**config.mk**
```make
export PLATFORM = sky130hd
export DESIGN_NAME = vga_display_driver_flat
export DESIGN_NICKNAME = d
export VERILOG_FILES = /design/src/rtl/vga_display_driver_if.sv /design/src/rtl/vga_display_driver.sv /design/src/flat_wrapper.sv
export SDC_FILE = /design/constraint.sdc
export NUM_CORES = 1
export LEC_CHECK = 0
export BUFFER_PORTS_ARGS = -buffer_cell sky130_fd_sc_hd__buf_4
export CORE_ASPECT_RATIO = 1.75
export CORE_MARGIN = 2
export CORE_UTILIZATION = 45
export CTS_CLUSTER_DIAMETER = 50
export DETAILED_ROUTE_END_ITERATION = 8
export PLACE_DENSITY = 0.72
export SLEW_MARGIN = 30
export SYNTH_ARGS = -nofsm -noshare
export SYNTH_HDL_FRONTEND = slang
export SYNTH_SLANG_ARGS = --single-unit
```
**constraint.sdc**
```tcl
create_clock -name clk -period 1.8 [get_ports clk]
set_clock_uncertainty 0.15 [all_clocks]
set_input_delay 0.09 -clock clk [delete_from_list [all_inputs] [get_ports clk]]
set_output_delay 0.09 -clock clk [all_outputs]
set_load 0.05 [all_outputs]
```
**src/rtl/vga_display_driver_if.sv**
```systemverilog
// Colour and timing bundle between the upstream pattern generator and the VGA driver.
// The master side is the upstream source; the slave side is the display driver.
interface vga_display_driver_if;
    logic [3:0] red_in;
    logic [3:0] green_in;
    logic [3:0] blue_in;
    logic [3:0] vga_red;
    logic [3:0] vga_green;
    logic [3:0] vga_blue;
    logic       hsync;
    logic       vsync;
    logic       video_on;
    logic [9:0] pixel_x;
    logic [9:0] pixel_y;
    logic       frame_start;

    modport master (
        output red_in, green_in, blue_in,
        input  vga_red, vga_green, vga_blue, hsync, vsync, video_on,
        input  pixel_x, pixel_y, frame_start
    );

    modport slave (
        input  red_in, green_in, blue_in,
        output vga_red, vga_green, vga_blue, hsync, vsync, video_on,
        output pixel_x, pixel_y, frame_start
    );
endinterface

```
**src/rtl/vga_display_driver.sv**
```systemverilog
// VGA timing generator and output stage: divided pixel tick, h/v counters,
// registered active-low syncs and blanked colour, plus live pixel coordinates.
module vga_display_driver #(
    parameter int CLK_DIV  = 4,
    parameter int H_ACTIVE = 640,
    parameter int H_FP     = 16,
    parameter int H_SYNC   = 96,
    parameter int H_BP     = 48,
    parameter int V_ACTIVE = 480,
    parameter int V_FP     = 10,
    parameter int V_SYNC   = 2,
    parameter int V_BP     = 33
) (
    input  logic                 clk,
    input  logic                 rst,
    vga_display_driver_if.slave  vga
);

    localparam int H_TOTAL = H_ACTIVE + H_FP + H_SYNC + H_BP;
    localparam int V_TOTAL = V_ACTIVE + V_FP + V_SYNC + V_BP;
    localparam int DIV_W   = (CLK_DIV > 1) ? $clog2(CLK_DIV) : 1;

    localparam logic [DIV_W-1:0] DIV_LAST = DIV_W'(CLK_DIV - 1);
    localparam logic [9:0] H_LAST   = 10'(H_TOTAL - 1);
    localparam logic [9:0] V_LAST   = 10'(V_TOTAL - 1);
    localparam logic [9:0] H_VIS    = 10'(H_ACTIVE);
    localparam logic [9:0] V_VIS    = 10'(V_ACTIVE);
    localparam logic [9:0] HS_START = 10'(H_ACTIVE + H_FP);
    localparam logic [9:0] HS_END   = 10'(H_ACTIVE + H_FP + H_SYNC);
    localparam logic [9:0] VS_START = 10'(V_ACTIVE + V_FP);
    localparam logic [9:0] VS_END   = 10'(V_ACTIVE + V_FP + V_SYNC);

    logic [DIV_W-1:0] divCnt_q, divCnt_d;
    logic [9:0]       hCnt_q, hCnt_d;
    logic [9:0]       vCnt_q, vCnt_d;
    logic             hsync_q, hsync_d;
    logic             vsync_q, vsync_d;
    logic             videoOn_q, videoOn_d;
    logic [3:0]       red_q, red_d;
    logic [3:0]       green_q, green_d;
    logic [3:0]       blue_q, blue_d;
    logic             pixTick;
    logic             active;

    // With CLK_DIV=1 the divider collapses to a constant tick.
    always_comb begin
        pixTick  = (divCnt_q == DIV_LAST);
        divCnt_d = pixTick ? '0 : divCnt_q + 1'b1;
        hCnt_d   = hCnt_q;
        vCnt_d   = vCnt_q;
        if (pixTick) begin
            if (hCnt_q == H_LAST) begin
                hCnt_d = '0;
                vCnt_d = (vCnt_q == V_LAST) ? '0 : vCnt_q + 10'd1;
            end else begin
                hCnt_d = hCnt_q + 10'd1;
            end
        end
    end

    // Decode of the current counter position; registered below every clk,
    // so colour changes mid-pixel reach the DAC without waiting for a tick.
    always_comb begin
        active    = (hCnt_q < H_VIS) && (vCnt_q < V_VIS);
        hsync_d   = !((hCnt_q >= HS_START) && (hCnt_q < HS_END));
        vsync_d   = !((vCnt_q >= VS_START) && (vCnt_q < VS_END));
        videoOn_d = active;
        red_d     = active ? vga.red_in   : 4'd0;
        green_d   = active ? vga.green_in : 4'd0;
        blue_d    = active ? vga.blue_in  : 4'd0;
    end

    always_ff @(posedge clk or negedge rst) begin
        if (!rst) begin
            divCnt_q  <= '0;
            hCnt_q    <= '0;
            vCnt_q    <= '0;
            hsync_q   <= 1'b1;
            vsync_q   <= 1'b1;
            videoOn_q <= 1'b0;
            red_q     <= '0;
            green_q   <= '0;
            blue_q    <= '0;
        end else begin
            divCnt_q  <= divCnt_d;
            hCnt_q    <= hCnt_d;
            vCnt_q    <= vCnt_d;
            hsync_q   <= hsync_d;
            vsync_q   <= vsync_d;
            videoOn_q <= videoOn_d;
            red_q     <= red_d;
            green_q   <= green_d;
            blue_q    <= blue_d;
        end
    end

    assign vga.vga_red     = red_q;
    assign vga.vga_green   = green_q;
    assign vga.vga_blue    = blue_q;
    assign vga.hsync       = hsync_q;
    assign vga.vsync       = vsync_q;
    assign vga.video_on    = videoOn_q;
    assign vga.pixel_x     = hCnt_q;
    assign vga.pixel_y     = vCnt_q;
    assign vga.frame_start = pixTick && (hCnt_q == H_LAST) && (vCnt_q == V_LAST);

endmodule

```
**src/flat_wrapper.sv**
```systemverilog
// flat-port wrapper written by rule: the top's interface ports become plain ports
module vga_display_driver_flat 
#(
    parameter int CLK_DIV  = 4,
    parameter int H_ACTIVE = 640,
    parameter int H_FP     = 16,
    parameter int H_SYNC   = 96,
    parameter int H_BP     = 48,
    parameter int V_ACTIVE = 480,
    parameter int V_FP     = 10,
    parameter int V_SYNC   = 2,
    parameter int V_BP     = 33
)
  (clk, rst, vga_red_in, vga_green_in, vga_blue_in, vga_vga_red, vga_vga_green, vga_vga_blue, vga_hsync, vga_vsync, vga_video_on, vga_pixel_x, vga_pixel_y, vga_frame_start);
  vga_display_driver_if vga_i ();
  input  logic clk;
  input  logic rst;
  input wire logic [$bits(vga_i.red_in)-1:0] vga_red_in;
  input wire logic [$bits(vga_i.green_in)-1:0] vga_green_in;
  input wire logic [$bits(vga_i.blue_in)-1:0] vga_blue_in;
  output wire logic [$bits(vga_i.vga_red)-1:0] vga_vga_red;
  output wire logic [$bits(vga_i.vga_green)-1:0] vga_vga_green;
  output wire logic [$bits(vga_i.vga_blue)-1:0] vga_vga_blue;
  output wire logic [$bits(vga_i.hsync)-1:0] vga_hsync;
  output wire logic [$bits(vga_i.vsync)-1:0] vga_vsync;
  output wire logic [$bits(vga_i.video_on)-1:0] vga_video_on;
  output wire logic [$bits(vga_i.pixel_x)-1:0] vga_pixel_x;
  output wire logic [$bits(vga_i.pixel_y)-1:0] vga_pixel_y;
  output wire logic [$bits(vga_i.frame_start)-1:0] vga_frame_start;
  assign vga_i.red_in = vga_red_in;
  assign vga_i.green_in = vga_green_in;
  assign vga_i.blue_in = vga_blue_in;
  assign vga_vga_red = vga_i.vga_red;
  assign vga_vga_green = vga_i.vga_green;
  assign vga_vga_blue = vga_i.vga_blue;
  assign vga_hsync = vga_i.hsync;
  assign vga_vsync = vga_i.vsync;
  assign vga_video_on = vga_i.video_on;
  assign vga_pixel_x = vga_i.pixel_x;
  assign vga_pixel_y = vga_i.pixel_y;
  assign vga_frame_start = vga_i.frame_start;
  vga_display_driver #(.CLK_DIV(CLK_DIV), .H_ACTIVE(H_ACTIVE), .H_FP(H_FP), .H_SYNC(H_SYNC), .H_BP(H_BP), .V_ACTIVE(V_ACTIVE), .V_FP(V_FP), .V_SYNC(V_SYNC), .V_BP(V_BP)) u_core (.clk(clk), .rst(rst), .vga(vga_i));
endmodule
```
==> reports/qor.csv <==
stage,metric,value,unit
floorplanning,die area,4187,sq um
clocking,"CTS clk-pin slew, worst paths",0.07,ns
timing,Slew headroom,69.66,%
place,post-detail-place hpwl,2.858,mm
clocking,clk sinks,37,
timing,final slew viol count,0,
logic_synthesis,Synth area leader,dfrtp_1,
logic_synthesis,Avg Synthesized Cell Area,10.93,sq um
power_and_ir_drop,internal power,1.214,mW
global_routing,initial antenna violation count,0,
logic_synthesis,top post-synthesis cells by count,"dfrtp_1 (35), and2_1 (13), nand2_1 (13)",
global_routing,Global Route Usage Sum,22.21,%
logic_synthesis,Syn Inst Count,151,
logic_synthesis,Post-synth EDFFs,0,
clocking,Inserted Clock Buffers,5,
outcome,status,finished with violations,
clocking,H-tree depth,2,
cells_and_area,Syn-to-layout area delta,51.78,%
route,drt pass-1 iters,4,
worst_hold_path,Hold WC Path Type,in -> async,
cells_and_area,Ant. Diodes,0,
run,number of max-cap violations,0,
setup_path,CP Class,reg -> out,
logic_synthesis,synth unique cells,34,
setup_path,"Req. time, crit path",1.56,ns
logic_synthesis,Seq cells post-synth,37,
logic_synthesis,syn nets,170,
logic_synthesis,main area contributors after synthesis,"dfrtp_1 (53%), and2_1 (4.9%), ha_1 (3.8%), o21ai_0 (3.3%), dfstp_2 (3.2%)",
power_and_ir_drop,maximum vdd drop,0.8240,mV
logic_synthesis,post-synthesis sequential area ratio,56.25,%
clocking,Root Buffer,clkbuf_8,
route,drt initial violations,27,
route,routed len/inst,15.07,microns
logic_synthesis,post-synth top area share,53.07,%
timing,RSZ-0062 raised after global routing,yes,
clocking,CTS Buffer Depth,2,
timing,worst-margin pin slew,0.4551,ns
power_and_ir_drop,Psw,0.3753,mW
power_and_ir_drop,Sequential Power Share,53.4,%
timing,setup TNS,-0.01295,ns
power_and_ir_drop,combinational share of power,8.9,%
clocking,CTS tree,built,
outcome,failing checks,negative setup slack,
place,Port Buffers,49,
global_routing,global-route wire length before repair,7.017,mm
global_routing,vias in the first global route,1526,
logic_synthesis,Post-synth ARST share,100.0,%
clocking,insertion delay to the later sink of the worst-skew pair,0.29,ns
logic_synthesis,Yosys warning total,0,
setup_path,Worst Setup Start Kind,flip-flop,
timing,final setup fails,1,
route,Vias/cell,5.212,
setup_path,Crit Path Max Fanout,4,
timing,"Period Utilization, post-route",100.7,%
route,DRC Markers,0,
timing,min Tclk post-route,1.813,ns
timing,"Hold Violations, Final",0,
logic_synthesis,"count leader, synth",dfrtp_1,
cells_and_area,Nets,255,
cells_and_area,"Core Util, Final",70.44,%
setup_path,WP data arrival,1.57,ns
power_and_ir_drop,Sw Share,23.61,%
place,routability congestion estimate,0.8900,
floorplanning,Core Region,3556,sq um
timing,Achievable Freq,551.6,MHz
floorplanning,die span in x,49.78,microns
power_and_ir_drop,Pwr Density,634.6,nW/um^2
logic_synthesis,"Cell Area, Synth",1650,sq um
route,routed vias,1475,
logic_synthesis,"Primary FF master, synth",dfrtp_1,
timing,final worst slack,-0.01295,ns
global_routing,grt total ovfl,0,
power_and_ir_drop,Leak,1.177,nW
floorplanning,Site Rows,29,
floorplanning,I/O pin cnt,50,
floorplanning,Initial Utilization,46.41,%
floorplanning,Die H,84.11,microns
cells_and_area,layout cells sized above 1,43.04,%
global_routing,largest net degree at the start of global routing,38,
route,Routed Wire Length,4.264,mm
setup_path,crit end category,output port,
power_and_ir_drop,Clk pwr share,37.7,%
route,Detail Route Antenna Nets,0,
final timing paths:
path / cells after the start / slack [ns] / endpoint / start
worst max-delay path: 6 / -0.01 / vga_frame_start / u_core.vga.pixel_y[0]$_DFFE_PN0P_
worst min-delay path: 2 / 0.14 / u_core.vga.pixel_y[5]$_DFFE_PN0P_ / rst
worst max register to register: 6 / 0.05 / u_core.vga.pixel_y[8]$_DFFE_PN0P_ / u_core.vga.pixel_x[1]$_DFFE_PN0P_
worst min register to register: 1 / 0.30 / u_core.divCnt_q[0]$_DFF_PN0_ / u_core.divCnt_q[0]$_DFF_PN0_
max in group asynchronous: 2 / 1.01 / u_core.vga.vsync$_DFF_PN1_ / rst
min in group clk: 1 / 0.30 / u_core.divCnt_q[0]$_DFF_PN0_ / u_core.divCnt_q[0]$_DFF_PN0_
cell type report:
type                    count  area [sq um]
flip-flops and latches     37         942.2
inverters                   4         15.01
clock inverters             2         13.76
repair buffers             81         648.1
multi-input cells         107         745.7
well taps                  46         57.56
fillers                   298          1051
clock buffers               6         82.58
metal layers:
layer | GRT usage (%) | vias up | part of all wire, %
met1 | 22.02 | 705 | 33
li1 | - | 696 | -
met5 | 0 | - | 0
met2 | 40.36 | 56 | 58
met3 | 4.839 | 18 | 4.0
met4 | 13.64 | 0 | 4.3
power by group through the flow:
stage          logic, mW  registers, mW  clock network (mW)
2_1_floorplan    0.00859          0.914                   0
3_3_place_gp       0.118          0.864                   0
3_5_place_dp       0.120          0.865                   0
4_1_cts            0.143          0.848               0.624
5_1_grt            0.150          0.849               0.662
6_report           0.141          0.849               0.600
critical path: stages, from the launching register on:
cell     delay (ns)
dfrtp_2        0.43
inv_2          0.07
ha_4           0.11
and4b_2        0.29
nand3_4        0.10
nor2_4         0.13
buf_8          0.16
flip-flops by register name, indices dropped and copies added, names as in the netlist:
| register | cells |
|---|---|
| u_core.vga.pixel_x | 10 |
| u_core.vga.pixel_y | 10 |
| u_core.vga.vga_blue | 4 |
| u_core.vga.vga_green | 4 |
| u_core.vga.vga_red | 4 |
| u_core.divCnt_q | 2 |
| u_core.vga.hsync | 1 |
| u_core.vga.video_on | 1 |
| u_core.vga.vsync | 1 |
cell usage in the layout, fill, tap and decap left out, drive strengths merged, types with 2 or more instances in the layout:
cell and count:
buf 68, dfrtp 35, nand2 13, and2 13, dlygate4sd3 13, o21ai 13, nor2 11, nand4 8
nand3 8, and3 6, clkbuf 6, ha 5, xnor2 4, xor2 4, inv 4, a22o 3
nor3 3, nor2b 2, a31oi 2, dfstp 2, o31ai 2, clkinv 2
cells by family after synthesis:
logic type               Yosys count  share of synthesized area [%]
flip-flops                        37                          56.25
XOR/XNOR                           8                          4.245
AND/OR/NAND/NOR                   72                          24.87
AO/OA/AOI/OAI                     22                          8.567
buffers and inverters              7                          2.274
adder cells (fa/ha/maj)            5                          3.791
metrics by stage:
stage	std cells	power [mW]	cell area, sq um	hold WS, ns	setup slack [ns]
2_1_floorplan	151	0.9229	1684	-0.3556	-0.03468
3_3_place_gp	255	0.9818	2177	-0.08483	0.07852
3_5_place_dp	255	0.9849	2177	-0.07371	-0.01273
4_1_cts	279	1.615	2466	0.1500	-0.02881
6_report	283	1.590	2505	0.1372	-0.01295
5_1_grt	283	1.662	2505	0.1642	-0.06600
what timing repair did:
item	4_1_cts	5_1_grt
buffers inserted	3	4
hold buffers	13	0
pin swaps	3	2
cloned	0	0
endpoints found under the setup margin	2	4
hold endpoints to repair	49	0
resized for setup	11	2
Power figures use the tool's default switching activity.
